===== src/rtl/calc_queue_engine.sv =====
// Queued multi-cycle unsigned calculator: command FIFO feeding an add/sub/mul/div engine,
// with valid/ready handshakes on both the command and result sides.
module calc_queue_engine #(
    parameter int WIDTH = 8,
    parameter int DEPTH = 4,
    parameter int TAG_W = 2
) (
    input  logic                       clock_i,
    input  logic                       reset_i,
    input  logic                       cmd_valid_i,
    output logic                       cmd_ready_o,
    input  logic [WIDTH-1:0]           a_i,
    input  logic [WIDTH-1:0]           b_i,
    input  logic [1:0]                 fct_i,
    input  logic [TAG_W-1:0]           tag_i,
    output logic                       res_valid_o,
    input  logic                       res_ready_i,
    output logic [2*WIDTH-1:0]         res_o,
    output logic [2*WIDTH-1:0]         rem_o,
    output logic [TAG_W-1:0]           tag_o,
    output logic                       err_o,
    output logic [$clog2(DEPTH+1)-1:0] count_o,
    output logic                       busy_o
);
    localparam int CW = $clog2(DEPTH + 1);
    localparam int PW = $clog2(DEPTH);
    localparam int SW = $clog2(WIDTH);
    localparam int RW = 2 * WIDTH;

    localparam logic [1:0] FCT_ADD = 2'b00;
    localparam logic [1:0] FCT_SUB = 2'b01;
    localparam logic [1:0] FCT_MUL = 2'b10;

    typedef enum logic [1:0] {IDLE, EXEC, DONE} state_t;

    state_t state, next_state;

    logic [WIDTH-1:0] mem_a   [DEPTH];
    logic [WIDTH-1:0] mem_b   [DEPTH];
    logic [1:0]       mem_fct [DEPTH];
    logic [TAG_W-1:0] mem_tag [DEPTH];

    logic [PW-1:0] wr_ptr, rd_ptr;
    logic [CW-1:0] count;
    logic          push, pop;

    logic [WIDTH-1:0] op_a, op_b;
    logic [1:0]       op_fct;
    logic [TAG_W-1:0] op_tag;
    logic [SW-1:0]    step;
    logic [RW-1:0]    acc, mcand;
    logic [WIDTH-1:0] mplier, quo, rmd;

    logic [RW-1:0]    acc_next;
    logic [WIDTH:0]   shifted, trial;
    logic             q_bit;
    logic [WIDTH-1:0] quo_next, rmd_next;
    logic             finish;

    // Ready comes from the registered count only, so a same-edge pop never frees a slot.
    assign cmd_ready_o = reset_i && (count != CW'(DEPTH));
    assign push        = cmd_valid_i && cmd_ready_o;
    assign count_o     = count;
    assign busy_o      = (state != IDLE) || (count != '0);

    always_ff @(posedge clock_i) begin
        if (push) begin
            mem_a[wr_ptr]   <= a_i;
            mem_b[wr_ptr]   <= b_i;
            mem_fct[wr_ptr] <= fct_i;
            mem_tag[wr_ptr] <= tag_i;
        end
    end

    always_ff @(posedge clock_i) begin
        if (!reset_i) begin
            wr_ptr <= '0;
            rd_ptr <= '0;
            count  <= '0;
        end else begin
            if (push) wr_ptr <= wr_ptr + PW'(1);
            if (pop)  rd_ptr <= rd_ptr + PW'(1);
            case ({push, pop})
                2'b10:   count <= count + CW'(1);
                2'b01:   count <= count - CW'(1);
                default: count <= count;
            endcase
        end
    end

    always_ff @(posedge clock_i) begin
        if (!reset_i) state <= IDLE;
        else          state <= next_state;
    end

    // A result handshake pops the next command on the same edge, keeping pops back-to-back.
    always_comb begin
        next_state = state;
        pop        = 1'b0;
        case (state)
            IDLE: begin
                if (count != '0) begin
                    pop        = 1'b1;
                    next_state = EXEC;
                end
            end
            EXEC: begin
                if (finish) next_state = DONE;
            end
            DONE: begin
                if (res_ready_i) begin
                    if (count != '0) begin
                        pop        = 1'b1;
                        next_state = EXEC;
                    end else begin
                        next_state = IDLE;
                    end
                end
            end
            default: next_state = IDLE;
        endcase
    end

    // One shift-add / restoring-division step; the remainder never exceeds b so WIDTH+1 bits suffice.
    always_comb begin
        acc_next = mplier[0] ? (acc + mcand) : acc;
        shifted  = {rmd, quo[WIDTH-1]};
        trial    = shifted - {1'b0, op_b};
        q_bit    = !trial[WIDTH];
        rmd_next = q_bit ? trial[WIDTH-1:0] : shifted[WIDTH-1:0];
        quo_next = {quo[WIDTH-2:0], q_bit};
        finish   = (op_fct == FCT_ADD) || (op_fct == FCT_SUB) ||
                   ((op_fct != FCT_MUL) && (op_b == '0)) ||
                   (step == SW'(WIDTH - 1));
    end

    always_ff @(posedge clock_i) begin
        if (!reset_i) begin
            op_a        <= '0;
            op_b        <= '0;
            op_fct      <= '0;
            op_tag      <= '0;
            step        <= '0;
            acc         <= '0;
            mcand       <= '0;
            mplier      <= '0;
            quo         <= '0;
            rmd         <= '0;
            res_o       <= '0;
            rem_o       <= '0;
            tag_o       <= '0;
            err_o       <= 1'b0;
            res_valid_o <= 1'b0;
        end else begin
            res_valid_o <= (next_state == DONE);
            if (pop) begin
                op_a   <= mem_a[rd_ptr];
                op_b   <= mem_b[rd_ptr];
                op_fct <= mem_fct[rd_ptr];
                op_tag <= mem_tag[rd_ptr];
                step   <= '0;
                acc    <= '0;
                mcand  <= RW'(mem_a[rd_ptr]);
                mplier <= mem_b[rd_ptr];
                quo    <= mem_a[rd_ptr];
                rmd    <= '0;
            end else if (state == EXEC) begin
                step   <= step + SW'(1);
                acc    <= acc_next;
                mcand  <= mcand << 1;
                mplier <= mplier >> 1;
                quo    <= quo_next;
                rmd    <= rmd_next;
                if (finish) begin
                    tag_o <= op_tag;
                    err_o <= 1'b0;
                    rem_o <= '0;
                    case (op_fct)
                        FCT_ADD: res_o <= RW'(op_a) + RW'(op_b);
                        FCT_SUB: res_o <= RW'(op_a) - RW'(op_b);
                        FCT_MUL: res_o <= acc_next;
                        default: begin
                            if (op_b == '0) begin
                                res_o <= '1;
                                rem_o <= RW'(op_a);
                                err_o <= 1'b1;
                            end else begin
                                res_o <= RW'(quo_next);
                                rem_o <= RW'(rmd_next);
                            end
                        end
                    endcase
                end
            end
        end
    end

endmodule

===== config.mk =====
export PLATFORM = sky130hd
export DESIGN_NAME = calc_queue_engine
export DESIGN_NICKNAME = d
export VERILOG_FILES = /design/src/rtl/calc_queue_engine.sv
export SDC_FILE = /design/constraint.sdc
export NUM_CORES = 1
export LEC_CHECK = 0
export BUFFER_PORTS_ARGS = -buffer_cell sky130_fd_sc_hd__clkbuf_2
export CORE_ASPECT_RATIO = 0.5
export CORE_MARGIN = 1.5
export CORE_UTILIZATION = 29
export DETAILED_ROUTE_END_ITERATION = 12
export GPL_TIMING_DRIVEN = 0
export PLACE_DENSITY_LB_ADDON = 0.12
export SYNTH_ARGS = -nofsm -noshare
export SYNTH_HDL_FRONTEND = slang
export SYNTH_SLANG_ARGS = --single-unit

===== constraint.sdc =====
create_clock -name clock_i -period 3.2 [get_ports clock_i]
set_input_delay 0.96 -clock clock_i [delete_from_list [all_inputs] [get_ports clock_i]]
set_output_delay 0.96 -clock clock_i [all_outputs]
set_load 0.02 [all_outputs]

==> results of run 1 <==
==> Yosys cell counts (6+ instances only) <==
master / number / share of area (%)
o211ai_1: 6 / 0.48
inv_1: 25 / 0.99
xor2_1: 11 / 1.0
buf_1: 7 / 0.28
ha_1: 46 / 6.1
o31ai_1: 6 / 0.48
xnor2_1: 20 / 1.9
o21ai_0: 38 / 2.0
nand2_1: 145 / 5.8
a22oi_1: 10 / 0.80
buf_2: 7 / 0.37
nor3_1: 13 / 0.69
mux4_2: 21 / 5.0
nor2_1: 62 / 2.5
nor2b_1: 11 / 0.73
edfxtp_1: 80 / 25
buf_4: 10 / 0.80
dfxtp_1: 118 / 25
a211oi_1: 13 / 1.0
a21oi_1: 93 / 4.9
mux2i_1: 6 / 0.64
clkbuf_1: 29 / 1.2
a31oi_1: 22 / 1.5
nand2b_1: 8 / 0.53
and3_1: 6 / 0.40
nand3_1: 18 / 0.95
a21o_1: 8 / 0.64
==> registers in the layout, summed over array words and instances, names as in the netlist, 3 cells and up, named ones only <==
| signal | count |
|---|---|
| mem_a | 32 |
| quo | 8 |
| mcand | 16 |
| op_a | 8 |
| res_o | 16 |
| rem_o | 8 |
| mplier | 8 |
| acc | 16 |
| mem_tag | 8 |
| count_o | 3 |
| op_b | 8 |
| mem_fct | 8 |
| step | 3 |
| mem_b | 32 |
| rmd | 8 |
==> area by class of cell <==
| class | count | area share [%] |
|---|---|---|
| Clock buffer | 20 | 4.291 |
| Multi-Input combinational cell | 644 | 39.48 |
| Buffer | 56 | 2.639 |
| Sequential cell | 198 | 43.69 |
| Inverter | 28 | 0.9637 |
| Timing Repair Buffer | 55 | 2.524 |
| Tap cell | 432 | 4.956 |
| Clock inverter | 12 | 1.457 |
==> worst reg2reg max path, delay by kind of cell (launching register included) <==
family	cells	cell delay [ns]
muxes	1	0.28
buffers and inverters	2	0.46
AOI/OAI and AO/OA	5	0.98
adders and majority gates	1	0.51
DFF	1	0.46
xor gates and xnor gates	1	0.19
==> per-stage QoR <==
| stage | TNS, ns | hold slack [ns] | instance area (µm²) | power [mW] |
|---|---|---|---|---|
| 4_1_cts | 0 | 0.4497 | 10910 | 11.02 |
| 3_3_place_gp | -22.80 | 0.4348 | 10280 | 8.687 |
| 2_1_floorplan | 0 | 0.4321 | 9462 | 7.070 |
| 5_1_grt | 0 | 0.4736 | 10910 | 11.64 |
| 3_5_place_dp | -20.71 | 0.4391 | 10280 | 8.685 |
| 6_report | 0 | 0.4477 | 10910 | 10.94 |
==> final timing paths <==
kind,end,slack (ns),cells after the start
hold / removal,res_o[3]$_SDFFE_PN0P_,0.45,2
hold reg to reg,res_o[3]$_SDFFE_PN0P_,0.45,2
setup reg to reg,rem_o[5]$_SDFFE_PN0P_,0.21,10
setup / recovery,rem_o[5]$_SDFFE_PN0P_,0.21,10
==> report_power, final <==
group	internal, mW	total, mW	switching (mW)
clock network	1.25	2.29	1.04
logic	1.91	5.06	3.16
registers	3.11	3.59	0.477
==> layer usage <==
layer	vias up	share of wire [%]
li1	3468	-
met1	3449	49
met2	174	44
met3	33	5.0
met4	0	2.1
met5	-	0
==> cell usage in the layout, fill, tap and decap left out, drive strengths merged, types with 11 or more instances in the layout <==
cell type and instances:
a211oi 15, a21oi 95, a31oi 23, buf 24, clkbuf 107, dfxtp 118, edfxtp 80, ha 46
inv 32, mux4 21, nand2 147, nand3 18, nor2 62, nor2b 11, nor3 13, o21ai 42
xnor2 21, xor2 11
==> cell families after synthesis <==
logic type	count (synthesis)	synth area share [%]
AND/OR/NAND/NOR	283	13.22
AO/OA/AOI/OAI	239	15.75
flip-flops	198	50.50
buffers and inverters	84	4.151
adder cells (fa/ha/maj)	51	7.161
XOR/XNOR	32	3.050
multiplexers	31	6.126
other	1	0.03974
==> out/metrics.cfg, run 1 <==
[detailed_routing]
ant_nets=0
drcViolationCount=0
drt_first_pass_iters=5
vias=7124
routed_wl_mm=27.38
avgRoutedWirePerCell_um=18.95
drt-initial-drc-count=477
via_per_inst=4.930

[grt]
grt_pass1_wl_mm=41.32
use_met3_pct=3.800
use_met2_pct=25.98
grt-busiest-layer=met2
grt_max_degree=21
grt.total_usage_pct=16.66
globalRouteOverflowTotal=0
grtUsageMet1_pct=22.87
grt_pass1_vias=6698
antenna_found_initial=0

[final_layout]
post-route-util_pct=34.26
nFillCells=3221
multi_input_area_um2=4305
diodes=0
final_cells=1445
drive_gt1_share_pct=14.81
area_growth_pct=15.58
final_nets=1075
regArea_um2=4765

[timing]
slew_viol_final=0
fmax_ghz=0.3347
max-slew-margin-rel_pct=22.83
grt_setup_unrepaired=no
worstMarginPinSlew_ns=1.158
fin_skew_ns=0.01262
finalSetupViolCount=0
finalWorstSetupSlack_ns=0.2123
period_needed_ns=2.988
hold_viol=0
fin_crit_sh_pct=93.37

[setup_path]
crit_fanout=10
end_kind=register
r2r_start=op_b[1]$_SDFFE_PN0N_
cp-start-kind=register
path_delay_family=compound AO/OA/AOI/OAI gates
crit_start=op_b[1]$_SDFFE_PN0N_
path_buf_inv=2
required_ns=3.55
cp_common_cell=a21oi_1
worstPathArrival_ns=3.34
critical_path_class=reg2reg
cp_slowest_cell=fa_1
max_stage_delay_ns=0.50
cp_cell_sequence=inv_1, fa_1, a21oi_1, a2bb2oi_1, a21oi_2, xnor2_2, buf_4, mux2i_1, a21oi_1, a21o_1

[cts]
root_buffer=clkbuf_16
clkTransAtPathRegs_ns=0.07
cts_buffer_depth=2
htreeDepth=4
ctsResizeCount=1
clkSinkCount=198
cts_setup_buffers=0
cts_buffers=17
tritoncts=yes
clock_latency_ns=0.46
hold_buffers=0

[die]
ios=65
die_x_um=258.1
die_h_um=130.5
rows=46
core_area_um2=31830
start_util_pct=29.64
die-area_um2=33690

[place]
gp_congestion=0.8720
dp_hpwl_mm=20.11
io_buffers=55
dp_cells=1413
pre_cts_ws_ns=-0.2648

[logic_synthesis]
syn_inst=919
ys_seq_elements=198
syn_area_um2=9435
asyncSetResetFlopFracSynth_pct=0
yosysUniqueCellTypes=70
synth_edf_count=80
yosysWarningCount=0
synth_area_per_cell_um2=10.27
synth_ff_type=dfxtp_1
ys_seq_area_share_pct=50.50

[outcome]
status=complete, no violations

[hold_path]
min_from=res_o[3]$_SDFFE_PN0P_
worst_hold_path_type=reg2reg

[power_and_ir_drop]
max-vdd-ir-drop_mv=0.5780
power_leakage_nw=4.022
p_per_area_nw_per_um2=1003

[job]
cap_violations=0

Note: power is estimated with default switching activity, not from simulation.
==> run 2, diff against run 1 <==
--- a/config.mk
+++ b/config.mk
@@ -8,7 +8,7 @@
 export BUFFER_PORTS_ARGS = -buffer_cell sky130_fd_sc_hd__clkbuf_2
 export CORE_ASPECT_RATIO = 0.5
 export CORE_MARGIN = 1.5
-export CORE_UTILIZATION = 29
+export CORE_UTILIZATION = 55
 export DETAILED_ROUTE_END_ITERATION = 12
 export GPL_TIMING_DRIVEN = 0
 export PLACE_DENSITY_LB_ADDON = 0.12
==> run 2 against run 1 <==
Compared with the run above: worst setup slack got worse by 0.13 ns; via count rose by 1.1%; cell count fell by 14%; critical path type is now in2out; maximum frequency fell by 4.1%; utilization rose by 30 points; first-iteration DRC count rose by 43%; count of clock-buffer cells in the layout fell by 1; clock power fell by 4%; non-clock buffer count did not move.
==> out/metrics.cfg, run 2 (same netlist as run 1, synthesis figures left out) <==
[outcome]
status=complete, no violations

[timing]
fin_crit_sh_pct=97.35
slew_viol_final=0
max-slew-margin-rel_pct=27.88
grt_setup_unrepaired=no
finalSetupViolCount=0
setup_tns_ns=0
hold_viol=0
period_needed_ns=3.115
finalWorstSetupSlack_ns=0.08466
worstMarginPinSlew_ns=1.082
fmax_ghz=0.3210
holdWs_ns=0.4428
fin_skew_ns=0.01225

[die]
rows=33
core_area_um2=16560
ios=65
die-area_um2=18000
start_util_pct=56.99
die_x_um=188.2
die_h_um=95.62

[final_layout]
final_common_cell=nand2_1
final_nets=1075
layout_common_cells=145 x nand2_1, 118 x dfxtp_1, 93 x a21oi_1
drive_gt1_share_pct=14.81
diodes=0
area_growth_pct=12.76
largestRegisters=mem_a: 32 flops, mem_b: 32 flops
nFillCells=1315

[cts]
clkSinkCount=198
cts_setup_buffers=0
cts_buffers=17
clkTransAtPathRegs_ns=0.07
ctsResizeCount=0
htreeDepth=4
hold_buffers=0
cts_buffer_depth=2
root_buffer=clkbuf_16
clock_latency_ns=0.44
tritoncts=yes

[detailed_routing]
drt_first_pass_iters=5
routed_wl_mm=24.00
drcViolationCount=0
ant_nets=0
drt-initial-drc-count=681
vias=7204
avgRoutedWirePerCell_um=19.36
via_per_inst=5.810

[place]
gp_congestion=0.8995
pre_cts_ws_ns=-0.1379
dp_hpwl_mm=17.21
io_buffers=55

[setup_path]
end_kind=output port
critical_path_class=in2out
crit_fanout=10
cp-start-kind=primary input
required_ns=2.24
worstPathArrival_ns=2.16

[grt]
globalRouteOverflowTotal=0
grt_max_degree=21
grt_pass1_wl_mm=36.97
grt.total_usage_pct=27.58
antenna_found_initial=0
grt_pass1_vias=6680

[hold_path]
worst_hold_path_type=reg2reg

[power_and_ir_drop]
max-vdd-ir-drop_mv=0.5448
power_leakage_nw=4.017
p_per_area_nw_per_um2=1010
total_power_mw=10.74

[job]
cap_violations=0

run 2: where the power goes:
part | switching [mW] | internal (mW)
sequential | 0.476 | 3.11
clock | 1.08 | 1.12
combinational | 3.06 | 1.90
run 2: final cells by class:
cell class | count | area [µm²] | area share, %
Clock buffer | 19 | 464.2 | 4.363
Tap cell | 227 | 284.0 | 2.670
Timing Repair Buffer | 55 | 275.3 | 2.587
Buffer | 56 | 286.5 | 2.693
Clock inverter | 13 | 153.9 | 1.447
Inverter | 28 | 105.1 | 0.9879
Multi-Input combinational cell | 644 | 4305 | 40.47
Sequential cell | 198 | 4765 | 44.78
run 2: critical path: stages:
cell      delay (ns)
clkbuf_1        0.35
inv_2           0.23
a31oi_1         0.36
clkbuf_2        0.24
run 2: layer usage:
metal,GRT usage (%),vias up,share of wire [%],routed length [µm]
met2,41.94,274,42,10140
met1,39.03,3437,47,11280
met4,7.267,2,1.7,412
met5,3.022,-,0.30,71
li1,-,3454,-,-
met3,7.140,37,8.8,2105
run 2: final timing paths:
check                                      startpoint                    end  slack, ns  cells after the start
worst max-delay path                          reset_i            cmd_ready_o       0.08                      4
worst min-delay path            res_o[6]$_SDFFE_PN0P_  res_o[6]$_SDFFE_PN0P_       0.44                      2
worst max register to register   op_b[1]$_SDFFE_PN0N_  rem_o[5]$_SDFFE_PN0P_       0.33                     10
worst min register to register  res_o[6]$_SDFFE_PN0P_  res_o[6]$_SDFFE_PN0P_       0.44                      2
run 2: per-stage QoR:
step	utilization [%]	cells	instance area, µm²
after floorplan	-	926	9462
after global placement	60.52	1208	10020
after detailed placement	60.52	1208	10020
after CTS	64.26	1240	10640
after global routing	64.26	1240	10640
final	64.26	1240	10640
